<file path="src/rtl/gon_scan_cfg_ctrl.sv">
// Loads a flat ID table into the multicast-controller ID scan chain, MSB first.
// Optional macro GON_SCAN_READBACK_EN adds old_ids, capturing the previous chain contents from so_id.
module gon_scan_cfg_ctrl #(
  parameter int NUM_MCC   = 12,
  parameter int TAG_WIDTH = 4
) (
  input  logic                           clk,
  input  logic                           reset,
  input  logic                           start,
  input  logic [NUM_MCC*TAG_WIDTH-1:0]   ids_in,
  input  logic                           hold,
  input  logic                           so_id,
  output logic                           se_id,
  output logic                           si_id,
  output logic                           busy,
  output logic                           done,
  output logic                           ids_valid
`ifdef GON_SCAN_READBACK_EN
  ,
  output logic [NUM_MCC*TAG_WIDTH-1:0]   old_ids
`endif
);

  localparam int L  = NUM_MCC * TAG_WIDTH;
  localparam int CW = $clog2(L + 1);
  localparam int SW = (L > 1) ? $clog2(L) : 1;
  localparam logic [CW-1:0] LAST_CNT = CW'(L - 1);

  typedef enum logic [1:0] {IDLE, SHIFT, DONE} state_e;

  state_e          state_q, state_d;
  logic [CW-1:0]   cnt_q, cnt_d;
  logic [L-1:0]    shadow_q, shadow_d;
  logic            ids_valid_q, ids_valid_d;
  logic [SW-1:0]   sel;

  always_comb begin
    state_d     = state_q;
    cnt_d       = cnt_q;
    shadow_d    = shadow_q;
    ids_valid_d = ids_valid_q;
    se_id       = 1'b0;
    si_id       = 1'b0;
    done        = 1'b0;
    sel         = SW'(LAST_CNT - cnt_q);
    case (state_q)
      IDLE: begin
        if (start) begin
          shadow_d    = ids_in;
          cnt_d       = '0;
          ids_valid_d = 1'b0;
          state_d     = SHIFT;
        end
      end
      SHIFT: begin
        // si_id tracks cnt, so it stays put while hold freezes the counter
        si_id = shadow_q[sel];
        if (!hold) begin
          se_id = 1'b1;
          cnt_d = cnt_q + CW'(1);
          if (cnt_q == LAST_CNT) begin
            state_d = DONE;
          end
        end
      end
      DONE: begin
        done        = 1'b1;
        ids_valid_d = 1'b1;
        state_d     = IDLE;
      end
      default: state_d = IDLE;
    endcase
  end

  always_ff @(posedge clk or negedge reset) begin
    if (!reset) begin
      state_q     <= IDLE;
      cnt_q       <= '0;
      shadow_q    <= '0;
      ids_valid_q <= 1'b0;
    end else begin
      state_q     <= state_d;
      cnt_q       <= cnt_d;
      shadow_q    <= shadow_d;
      ids_valid_q <= ids_valid_d;
    end
  end

  assign busy      = (state_q != IDLE);
  assign ids_valid = ids_valid_q;

`ifdef GON_SCAN_READBACK_EN
  logic [L-1:0] old_ids_q, old_ids_d;

  // First bit out of the chain is the last position, so after L shifts bit k holds old position k
  always_comb begin
    old_ids_d = old_ids_q;
    if (se_id) begin
      old_ids_d = {old_ids_q[L-2:0], so_id};
    end
  end

  always_ff @(posedge clk or negedge reset) begin
    if (!reset) begin
      old_ids_q <= '0;
    end else begin
      old_ids_q <= old_ids_d;
    end
  end

  assign old_ids = old_ids_q;
`else
  logic unused_so_id;
  assign unused_so_id = so_id;
`endif

endmodule

</file>
<file path="config.mk">
export PLATFORM = sky130hd
export DESIGN_NAME = gon_scan_cfg_ctrl
export DESIGN_NICKNAME = d
export VERILOG_FILES = /design/src/rtl/gon_scan_cfg_ctrl.sv
export SDC_FILE = /design/constraint.sdc
export NUM_CORES = 1
export LEC_CHECK = 0
export ABC_AREA = 1
export CORE_MARGIN = 3
export CORE_UTILIZATION = 30
export CTS_BUF_LIST = sky130_fd_sc_hd__clkbuf_4 sky130_fd_sc_hd__clkbuf_8
export DETAILED_ROUTE_END_ITERATION = 16
export GPL_TIMING_DRIVEN = 1
export PLACE_DENSITY_LB_ADDON = 0.25
export SKIP_LAST_GASP = 1
export SLEW_MARGIN = 20
export SYNTH_ARGS = -nofsm -noshare
export SYNTH_HDL_FRONTEND = slang
export SYNTH_SLANG_ARGS = --single-unit
export TNS_END_PERCENT = 100
</file>
<file path="constraint.sdc">
create_clock -name clk -period 1.6 [get_ports clk]
set_clock_uncertainty 0.2 [all_clocks]
set_input_delay 0.16 -clock clk [delete_from_list [all_inputs] [get_ports clk]]
set_output_delay 0.16 -clock clk [all_outputs]
set_load 0.01 [all_outputs]
</file>
After elaboration in Yosys (flattened, before gate mapping) --
Cells that the tools add are included.
Operators by class: $add $sub $neg 2, bitwise logic cells 0, mux-type cells 15, div/mod/pow operators 0, magnitude comparators 1, shift operators 0, multipliers 0, equal/unequal tests 6, reductions and logical operators 8
Operators with widths (count):
- 2-to-1 mux 6 bit | 2
- one-hot mux 6 bit (2 select lines) | 1
- < comparator 6 x 7 -> 1 bit (second input constant) | 1
- adder 6 x 1 -> 6 bit (second input constant) | 1
- binary-select mux 1 bit (select 6 bit) | 1
- == test 6 bit (second input constant) | 1
- 2-to-1 mux 1 bit | 6
- 2-to-1 mux 2 bit | 3
- inequality test 2 bit (second input constant) | 3
- AND reduction 3 bit | 2
- nonzero test 2 bit | 3
- subtractor 6 bit (first input constant) | 1
- one-hot mux 2 bit (2 select lines) | 1
- AND reduction 2 bit | 2
- == test 2 x 1 -> 1 bit (second input constant) | 1
- == test 2 bit (second input constant) | 1
- zero test 2 bit | 1
- one-hot mux 1 bit (2 select lines) | 1
Storage, ports and cells: ROM bits 0, memories kept 0, bits in writable memories 0, bits in registers 57, latch bits 0

Depth between registers and ports, before layout --
depth in word-level cells 4, depth in mapped cells 12, mapped depth without buffers 10

Least setup slack after synthesis --
No wires, ideal clock.
path kind register -> output, from reg cnt_q[1], to out si_id, cell stages (with the launch flop) 10, arrival 1262 ps, required time 1240 ps, setup slack -22 ps, cell sequence dfrtp_1 -> buf_4 -> inv_2 -> buf_4 -> nand3_1 -> a21oi_1 -> nor2_1 -> nand2_1 -> nand3_1 -> a21oi_1
Between the ends: longest elaborated chain between the ends 4
RTL lines:
- start, declared | line 32 | logic [CW-1:0] cnt_q, cnt_d;
- start signal, assigned | line 83 | cnt_q <= cnt_d;
- subtractor 6 bit | line 45 | sel = SW'(LAST_CNT - cnt_q);
- binary-select mux 1 bit (select 6 bit) | line 57 | si_id = shadow_q[sel];
- 2-to-1 mux 1 bit (implied by the code) | line 57
- 2-to-1 mux 1 bit | line 46 | case (state_q)
- end, declared | line 14 | output logic si_id,
Every way passes these cells. The select of a mux whose other input is x is not followed.

Worst setup path in the final report --
from reg cnt_q[0], to out si_id
The elaborated chain is that of the path after synthesis.

==> results.md <==
* Pin count of the biggest net entering global routing at slightly below 60
* Synth Area per Inst at approximately 7.5 sq um
* Initial core utilization at a little under a third
* Startpoint types: flop
* Synth Instances at 369
* Status: complete, but fails checks
* Met2 Use GR at between 20% and 30%
* First-pass GRT wire length at 12.0 mm
* Register bit total from synthesis at 57
* Core Util, Final at roughly half
* Area of the multi-input gates at ~0.0014 sq mm
* Pleak at roughly 2.2 nW
* Post-synthesis sequential area ratio at between 50% and 60%
* Post-route DRC at 0
* Clock latency at the later pin of the worst-skew pair at roughly 0.34 ns
* Initial antenna violation count at 0
* Cell chain of the critical path: buf_6 -> buf_4 -> nor2_1 -> nor2_1 -> o21ai_1 -> nand3_1 -> nand3_2 -> nand2_2 -> nand2_2 -> a21oi_2 -> buf_2
* Worst setup EP type: output pin
* Reg clk slew, reported paths at 0.06 ns
* CP Buf/Inv Count at 3
* Wire per inst at 13.2 um
* Sequential cell area at about 0.0014 sq mm
* Slew HR at between 80% and 90%
* Max-Cap Viols at 0
* HP Class: input port to asynchronous set/reset pin
* GR Layer Usage met3 at under 10%
* Yosys cell types at 22
* Placer Congestion at about 0.8
* Top Usage Layer GRT: met2
* CTS Buf Count at 9
* Synthesized net count at 424
* Met1 usage in global routing at a little under a fifth
* Final hold vios at 0
* Io pins at just under 60
* # diodes at 0
* Worst path slowest cell: dfrtp_2
* Critical path class: flop to output pin
* Die ar. at 0.0104 sq mm
* Top-area cell type share of the netlist area at roughly 50%
* Die X at 102 um
* Clock Sink Count at between 50 and 60
* Nets at 523
* Die Y at approximately 100 um
* HPWL Detailed at 5.10 mm
* Yosys warning count at 0
* Share of layout cells above drive strength 1 at 29.6%
* Min cycle time layout at around 2.2 ns
* Vias in the first global route at roughly 2600
* Root buf cell: clkbuf_8
* P per Cell Area at approximately 1800 mW/mm^2
* Commonest non-fill, non-tap cell in the layout: nand2_1
* Vias/cell at ~4.6
* Failing checks: setup timing
* Maximum operating frequency at roughly 0.46 GHz
* Final WL at between 7 and 8 mm
* Tightest Pin Transition at approximately 0.30 ns
* H-tree Lvls at 3
* Initial DRC count at 90
* Std cell rows at 34
* RSZ-0062 raised after global routing: yes
* Hold_ws at ~0.15 ns
* Top cells by area, synth: dfrtp_1 51%, nand2_1 21%, nand3_1 4.5%
* Setup ws final at -0.567 ns
* CTS tree: done
* Fillers at between 800 and 900
* Mapped Area at 0.00277 sq mm
* Critical Path RT at ~1.2 ns
* Worst stage delay on the critical path at approximately 0.45 ns
* Antenna viol nets, final at 0
* Area Growth Syn to Fin at 61.8%
* Max clock buf depth at 2
* Max Slew Vio Count at 0
* Core Area at about 0.0088 sq mm
* Setup tns final at -4.69 ns
* Period utilisation layout at 135%
* Commonest cells after routing, fill and taps aside: 112 x nand2_1, 56 x dfrtp_1, 50 x clkdlybuf4s50_1, 31 x nand2_2, 29 x inv_1
* GRT overflow at 0
* CP delay by family, top: flip-flops
* Gr usage total at around 15%
* Overall power consumption at approximately 8.3 mW
* Synth area leader: dfrtp_1
* Vias at about 2700
* I/O Buffers at 56
* Worst IR Drop VDD at 729 uV
* Crit path max fanout at 7
* Setup-failing EPs final at between 50 and 60
* First-pass DRT Iterations at 4
* CP Data Arrival Time at ~1.8 ns
## cell usage after synthesis
cell / instances
a21oi_1: 6
a22o_1: 1
buf_2: 7
buf_4: 7
clkbuf_1: 4
dfrtp_1: 57
ha_1: 2
inv_1: 30
inv_2: 3
nand2_1: 155
nand3_1: 25
nand3b_1: 1
nor2_1: 29
nor2_2: 2
nor2_4: 1
nor3_1: 3
nor3_2: 1
nor4_1: 1
o211ai_1: 2
o21ai_0: 21
o21ai_1: 10
or2_4: 1
## routing by layer
| metal | share of wire (%) | up-vias |
|---|---|---|
| li1 | - | 1354 |
| met1 | 45 | 1245 |
| met2 | 49 | 67 |
| met3 | 5.0 | 10 |
| met4 | 1.2 | 0 |
| met5 | 0 | - |
## what timing repair did
action	CTS	global route
hold endpoints to repair	57	0
setup endpoints to repair	8	58
setup buffers	3	5
hold buffers	1	0
resized for setup	26	109
cloned	1	7
pin swaps	6	15
## flip-flops by register name (all words and copies together), names as in the netlist
name,cells
cnt_q,6
ids_valid,1
shadow_q,48
state_q,2
## per-stage QoR
step,cells,area [sq um],worst slack [ns]
after floorplan,369,2780,0.00982
after global placement,550,3720,-0.560
after detailed placement,550,3720,-0.576
after CTS,571,4010,-0.538
after global routing,581,4490,-0.703
final,581,4490,-0.567
## layout make-up
type	count	share of cell area (%)
sequential	57	31.8
multi-input combinational	261	30.7
tap	108	3.01
timing repair buffer	106	26.1
clock inverter	6	2.34
clock buffer	10	3.07
inverter	33	2.98
## final timing paths
check | start | endpoint | slack (ns) | cells after the start
worst max-delay path | cnt_q[0] | si_id | -0.57 | 11
worst min-delay path | reset | shadow_q[8] | 0.15 | 3
worst max register to register | state_q[0] | shadow_q[25] | -0.14 | 8
worst min register to register | shadow_q[43] | shadow_q[43] | 0.28 | 2
max in group asynchronous | reset | cnt_q[0] | 0.79 | 3
min in group clk | ids_in[34] | shadow_q[34] | 0.15 | 3
## logic make-up after synthesis
family                   Yosys count  share of synthesized area (%)
AND/OR/NAND/NOR                  219                           32.0
flip-flops                        57                           51.4
buffers and inverters             51                           8.16
AO/OA/AOI/OAI                     40                           7.53
adder cells (fa/ha/maj)            2                          0.902
## worst register-to-register path, stage by stage (launching register included)
cell and delay [ns]:
dfrtp_1 0.39, or2_4 0.27, nor2_4 0.20, buf_6 0.13, buf_6 0.11, inv_8 0.06
clkbuf_16 0.17, nand2_2 0.06, nand2_1 0.04
## report_power, final
group          switching (mW)  internal, mW  total (mW)
registers               0.421          2.10        2.52
logic                    2.10          2.01        4.12
clock network           0.576          1.07        1.64
total                    3.10          5.18        8.28
Power figures use the tool's default switching activity.
